[config.mk]
export PLATFORM = sky130hd
export DESIGN_NAME = serial_adder_flat
export DESIGN_NICKNAME = d
export VERILOG_FILES = /design/src/rtl/serial_adder_pkg.sv /design/src/rtl/serial_adder_if.sv /design/src/rtl/full_adder.sv /design/src/rtl/serial_adder.sv /design/src/flat_wrapper.sv
export SDC_FILE = /design/constraint.sdc
export NUM_CORES = 1
export LEC_CHECK = 0
export ABC_AREA = 1
export BUFFER_PORTS_ARGS = -buffer_cell sky130_fd_sc_hd__buf_2
export CAP_MARGIN = 0
export CORE_MARGIN = 3
export CORE_UTILIZATION = 48
export DETAILED_ROUTE_END_ITERATION = 6
export HOLD_SLACK_MARGIN = 0.02
export PLACE_DENSITY = 0.78
export SYNTH_ARGS = -nofsm -noshare
export SYNTH_HDL_FRONTEND = slang
export SYNTH_SLANG_ARGS = --single-unit
[constraint.sdc]
create_clock -name clk -period 1.2 [get_ports clk]
set_input_delay 0.24 -clock clk [delete_from_list [all_inputs] [get_ports clk]]
set_output_delay 0.24 -clock clk [all_outputs]
set_load 0.02 [all_outputs]
[src/rtl/serial_adder_pkg.sv]
// serial_adder_pkg
//   Shared types and helpers for the bit-serial adder.
//   - state_e   : FSM state encoding (IDLE=0, RUN=1, DONE=2)
//   - cnt_width : bit-counter width for a given operand width
package serial_adder_pkg;

    typedef enum logic [1:0] {
        ST_IDLE = 2'd0,
        ST_RUN  = 2'd1,
        ST_DONE = 2'd2
    } state_e;

    // A counter of $clog2(width) bits reaches width-1; width >= 2 keeps it >= 1 bit.
    function automatic int unsigned cnt_width(input int unsigned width);
        return (width < 2) ? 1 : $clog2(width);
    endfunction

endpackage

[src/rtl/serial_adder_if.sv]
// serial_adder_if
//   Request/result bundle between an operand source and the serial adder.
//   Signals:
//     start  request, sampled by the adder only when it is not busy
//     a, b   WIDTH-bit operands, captured on an accepted start
//     cin    carry-in, captured on an accepted start
//     busy   high while bits are being processed
//     done   one-cycle pulse when sum/cout are valid
//     sum    WIDTH-bit result
//     cout   carry out of the top bit
//   Modports: master = operand source, slave = adder.
interface serial_adder_if #(
    parameter int unsigned WIDTH = 8
);
    logic             start;
    logic [WIDTH-1:0] a;
    logic [WIDTH-1:0] b;
    logic             cin;
    logic             busy;
    logic             done;
    logic [WIDTH-1:0] sum;
    logic             cout;

    modport master (
        output start, a, b, cin,
        input  busy, done, sum, cout
    );

    modport slave (
        input  start, a, b, cin,
        output busy, done, sum, cout
    );
endinterface

[src/rtl/full_adder.sv]
// full_adder
//   Single-bit combinational full adder, used as the serial adder's bit slice.
//   Ports:
//     a_i, b_i  operand bits
//     ci_i      carry in
//     s_o       sum bit
//     co_o      carry out
module full_adder (
    input  logic a_i,
    input  logic b_i,
    input  logic ci_i,
    output logic s_o,
    output logic co_o
);
    always_comb begin
        s_o  = a_i ^ b_i ^ ci_i;
        co_o = (a_i & b_i) | (a_i & ci_i) | (b_i & ci_i);
    end
endmodule

[src/rtl/serial_adder.sv]
// serial_adder
//   Bit-serial WIDTH-bit adder: sum = (a + b + cin) mod 2^WIDTH, one bit per
//   clock, LSB first. A start accepted at edge E0 processes bits on edges
//   E1..E_WIDTH (busy high for WIDTH cycles), then done pulses for one cycle.
//   sum/cout hold after done until the next accepted start.
//   Ports:
//     clk  sole clock, rising edge
//     rst  synchronous, active-high reset; discards any in-flight operation
//     bus  serial_adder_if.slave (start/a/b/cin in, busy/done/sum/cout out)
module serial_adder #(
    parameter int unsigned WIDTH = 8
) (
    input  logic           clk,
    input  logic           rst,
    serial_adder_if.slave  bus
);
    import serial_adder_pkg::*;

    localparam int unsigned    CNT_W = cnt_width(WIDTH);
    localparam logic [CNT_W-1:0] LAST = CNT_W'(WIDTH - 1);

    state_e           state_q;
    logic [WIDTH-1:0] a_q;
    logic [WIDTH-1:0] b_q;
    logic [WIDTH-1:0] sum_q;
    logic [CNT_W-1:0] cnt_q;
    logic             carry_q;
    logic             cout_q;
    logic             busy_q;
    logic             done_q;

    logic             s_bit;
    logic             c_bit;
    logic [WIDTH-1:0] sum_d;

    full_adder u_fa (
        .a_i  (a_q[0]),
        .b_i  (b_q[0]),
        .ci_i (carry_q),
        .s_o  (s_bit),
        .co_o (c_bit)
    );

    // New bit enters at the MSB; after WIDTH shifts bit 0 sits at sum_q[0].
    always_comb begin
        sum_d = {s_bit, sum_q[WIDTH-1:1]};
    end

    always_ff @(posedge clk) begin
        if (rst) begin
            state_q <= ST_IDLE;
            a_q     <= '0;
            b_q     <= '0;
            sum_q   <= '0;
            cnt_q   <= '0;
            carry_q <= 1'b0;
            cout_q  <= 1'b0;
            busy_q  <= 1'b0;
            done_q  <= 1'b0;
        end else begin
            case (state_q)
                // DONE accepts a new request exactly like IDLE, so the two share a branch.
                ST_IDLE, ST_DONE: begin
                    done_q  <= 1'b0;
                    busy_q  <= 1'b0;
                    state_q <= ST_IDLE;
                    if (bus.start) begin
                        a_q     <= bus.a;
                        b_q     <= bus.b;
                        carry_q <= bus.cin;
                        cnt_q   <= '0;
                        sum_q   <= '0;
                        cout_q  <= 1'b0;
                        busy_q  <= 1'b1;
                        state_q <= ST_RUN;
                    end
                end
                ST_RUN: begin
                    a_q     <= a_q >> 1;
                    b_q     <= b_q >> 1;
                    sum_q   <= sum_d;
                    carry_q <= c_bit;
                    if (cnt_q == LAST) begin
                        cout_q  <= c_bit;
                        busy_q  <= 1'b0;
                        done_q  <= 1'b1;
                        state_q <= ST_DONE;
                    end else begin
                        cnt_q <= cnt_q + CNT_W'(1);
                    end
                end
                default: begin
                    busy_q  <= 1'b0;
                    done_q  <= 1'b0;
                    state_q <= ST_IDLE;
                end
            endcase
        end
    end

    assign bus.busy = busy_q;
    assign bus.done = done_q;
    assign bus.sum  = sum_q;
    assign bus.cout = cout_q;

endmodule
[src/flat_wrapper.sv]
// flat-port wrapper written by rule: the top's interface ports become plain ports
module serial_adder_flat import serial_adder_pkg::*;
#(
    parameter int unsigned WIDTH = 8
)
  (clk, rst, bus_start, bus_a, bus_b, bus_cin, bus_busy, bus_done, bus_sum, bus_cout);
  serial_adder_if #(.WIDTH(WIDTH)) bus_i ();
  input  logic clk;
  input  logic rst;
  input wire logic [$bits(bus_i.start)-1:0] bus_start;
  input wire logic [$bits(bus_i.a)-1:0] bus_a;
  input wire logic [$bits(bus_i.b)-1:0] bus_b;
  input wire logic [$bits(bus_i.cin)-1:0] bus_cin;
  output wire logic [$bits(bus_i.busy)-1:0] bus_busy;
  output wire logic [$bits(bus_i.done)-1:0] bus_done;
  output wire logic [$bits(bus_i.sum)-1:0] bus_sum;
  output wire logic [$bits(bus_i.cout)-1:0] bus_cout;
  assign bus_i.start = bus_start;
  assign bus_i.a = bus_a;
  assign bus_i.b = bus_b;
  assign bus_i.cin = bus_cin;
  assign bus_busy = bus_i.busy;
  assign bus_done = bus_i.done;
  assign bus_sum = bus_i.sum;
  assign bus_cout = bus_i.cout;
  serial_adder #(.WIDTH(WIDTH)) u_core (.clk(clk), .rst(rst), .bus(bus_i));
endmodule
==> summary.md <==
| Metric | Value |
|---|---|
| Crit Path Max Fanout | 5 |
| Root buffer cell | clkbuf_4 |
| Switch share | 0.287 |
| Routed length per instance | 11.6 um |
| GR Layer Usage met2 | 0.287 |
| Remaining antenna violation count | 0 |
| Filler cell count | 259 |
| Die ar. | 3760 um2 |
| Global Route met3 Usage | 0.0755 |
| Die X | 61.3 um |
| Leak Pwr | 0.867 nW |
| Synth Net Count | 229 |
| Register bit count reported by yosys | 32 |
| Fin nets | 269 |
| Sequential power share | 0.519 |
| Die Y | 61.3 um |
| Worst-Skew Late Latency | 330 ps |
| Kind of critical path | reg2reg |
| Area Growth Syn to Fin | 26.7% |
| Relative slew slack | 0.754 |
| Post-Synth Simple-Gate Area | 0.300 |
| Worst-case clock buffer depth | 2 |
| TNS Setup | 0 ps |
| Setup violations, final | 0 |
| Number of CTS-inserted buffers | 5 |
| Fmax achieved | 873 MHz |
| DRC errors left | 0 |
| GR Util All Layers | 0.186 |
| CTS tree | built |
| Top-area cell type share of the netlist area | 0.436 |
| Reg clk slew, reported paths | 90 ps |
| Largest net degree at the start of global routing | 24 |
| Final std cells w/o fill | 278 |
| Post-synthesis compound-gate area fraction | 0.109 |
| Total congestion overflow | 0 |
| Clock share of power | 0.282 |
| Final period utilization | 0.954 |
| Synthesized area per cell | 7.12 um2 |
| First-pass GRT wire length | 5090 um |
| Area contributors post-synth | dfxtp_1 (44%), nand2_1 (13%), a21oi_1 (7.8%) |
| Routability cong. | 0.822 |
| Initial antenna violation count | 0 |
| Slew Limit Fails | 0 |
| Routing usage on met1 | 0.240 |
| Share of cells above drive strength 1 | 0.304 |
| Number of global-route vias before repair | 1149 |
| Drt first pass iters | 4 |
| Final Hold Fails | 0 |
| FF/Latch Area | 649 um2 |
| Final Critical Period | 1140 ps |
| CP required | 1470 ps |
| Cell area after synthesis | 1470 um2 |
| Synth Instances | 206 |
| Maximum vdd drop | 0.833 mV |
| Register area share after synthesis | 0.436 |
| Comb power frac | 0.199 |
| Worst EP arrival | 1420 ps |
| MaxCap Viol Count | 0 |
| Avg Vias per Cell | 4.95 |
| Core Rows | 19 |
| Synth warn | 0 |
| Worst-Margin Slew | 368 ps |
| Clk_skew | 4.79 ps |
| Hold-fix buffers, CTS | 0 |
| Grt peak-use layer | met2 |
| Hold/Removal Path Class | in2reg |
| Initial Utilization | 0.519 |
| XOR/XNOR Fraction of Synth Area | 0 |
| Area of the multi-input gates | 716 um2 |
| Switching Power | 0.654 mW |
| DR vias | 1375 |
| Iteration-0 DRC Markers | 49 |
| Largest family of logic cells by synthesized area | simple AND/OR/NAND/NOR gates |
| Core area | 2830 um2 |
| Port buffer count | 30 |
| ANT cells | 0 |
| Post-synthesis mux area share | 0 |
| Area leader, netlist | dfxtp_1 |
| H-tree depth | 2 |
| PD cells | 1220 nW/um2 |
| Status | completed |
| Placed insts | 268 |
| Routed WL | 3230 um |
| Post-DP HPWL | 2180 um |
| Crit start category | flop |
| Yosys cell types | 20 |
| Clk sinks | 32 |
| IO Pins | 31 |
| Internal power | 1.62 mW |
| Crit. End Element | flop |
| Synth Area in Adders | 0.0307 |
-- routing by layer --
layer,wire length [um],vias to the layer above
met1,1550,605
met2,1470,38
met5,0,-
met3,163,8
met4,45,0
li1,-,724
-- through the flow --
| stage | setup slack, ps | area (um2) | power [mW] | util | hold WS [ps] |
|---|---|---|---|---|---|
| 6_report | 55.1 | 1860 | 2.28 | 0.657 | 130 |
| 5_1_grt | -3.21 | 1860 | 2.40 | 0.657 | 122 |
| 4_1_cts | 4.55 | 1790 | 2.24 | 0.632 | 130 |
| 3_5_place_dp | -34.6 | 1700 | 1.60 | 0.600 | 453 |
| 3_3_place_gp | 19.6 | 1700 | 1.60 | 0.600 | 447 |
| 2_1_floorplan | 27.6 | 1470 | 1.48 | - | 378 |
-- layout by cell type (no fill, tap or decap), types with 6 or more instances in the layout --
cell / count
a21oi_1: 19
buf_2: 29
buf_4: 13
dfxtp_1: 27
inv_1: 26
nand2_1: 50
nand3_1: 16
nand3b_1: 6
nor2_1: 11
-- kinds of logic after synthesis --
group,count (synthesis)
DFF,32
buffers and inverters,41
and+or+nand+nor,98
AOI/OAI and AO/OA,32
adders and majority gates,3
-- sequential cells by signal, indices dropped and copies added, names as in the netlist --
name,flops
u_core.a_q,8
u_core.b_q,8
u_core.bus.busy,1
u_core.bus.cout,1
u_core.bus.done,1
u_core.bus.sum,8
u_core.carry_q,1
u_core.cnt_q,3
u_core.state_q,1
-- path summary, 6_finish.rpt --
check / start / endpoint / slack, ps / depth (start not counted)
min reg2reg: u_core.a_q[1]$_SDFFE_PP0P_ / u_core.a_q[1]$_SDFFE_PP0P_ / 470 / 2
min: bus_a[4] / u_core.a_q[4]$_SDFFE_PP0P_ / 130 / 3
max reg2reg: u_core.cnt_q[0]$_SDFFE_PP0P_ / u_core.cnt_q[2]$_SDFFE_PP0P_ / 60 / 7
max: u_core.cnt_q[0]$_SDFFE_PP0P_ / u_core.cnt_q[2]$_SDFFE_PP0P_ / 60 / 7
-- timing repair --
item | CTS | global route
hold endpoints to repair | 0 | 0
gates resized for setup | 8 | 23
pin swaps | 1 | 4
endpoints found under the setup margin | 4 | 29
setup buffers | 2 | 1
-- layout make-up --
class,count,share of cell area
clock buffers,8,0.0316
inverters,30,0.0659
multi-input cells,133,0.385
flip-flops and latches,32,0.349
well taps,31,0.0209
repair buffers,44,0.147
-- critical path, cell delays in order (launching register included) --
cell and delay (ps):
dfxtp_2 350, ha_4 160, ha_4 160, inv_4 60
nand3_4 100, nand2_2 100, nor2_1 40, a21oi_1 100
-- power by group through the flow --
stage | clock network, mW | registers, mW | logic [mW]
after global routing | 0.703 | 1.19 | 0.514
after CTS | 0.651 | 1.17 | 0.419
after global placement | 0 | 1.19 | 0.403
after floorplan | 0 | 1.19 | 0.286
after detailed placement | 0 | 1.19 | 0.410
final | 0.642 | 1.18 | 0.454
-- cells in the mapped netlist --
cell type	number
clkbuf_1	1
nor3_1	5
inv_1	27
ha_1	2
inv_2	2
inv_4	1
o21ai_0	9
nand3_1	17
fa_1	1
buf_2	8
nand4_1	1
buf_6	2
nand2_4	1
nand3b_1	6
nor2_1	13
nand2_1	52
dfxtp_1	32
nand2_2	2
a21oi_1	23
nor2_4	1
No activity file was read; power rests on OpenSTA's default activity.
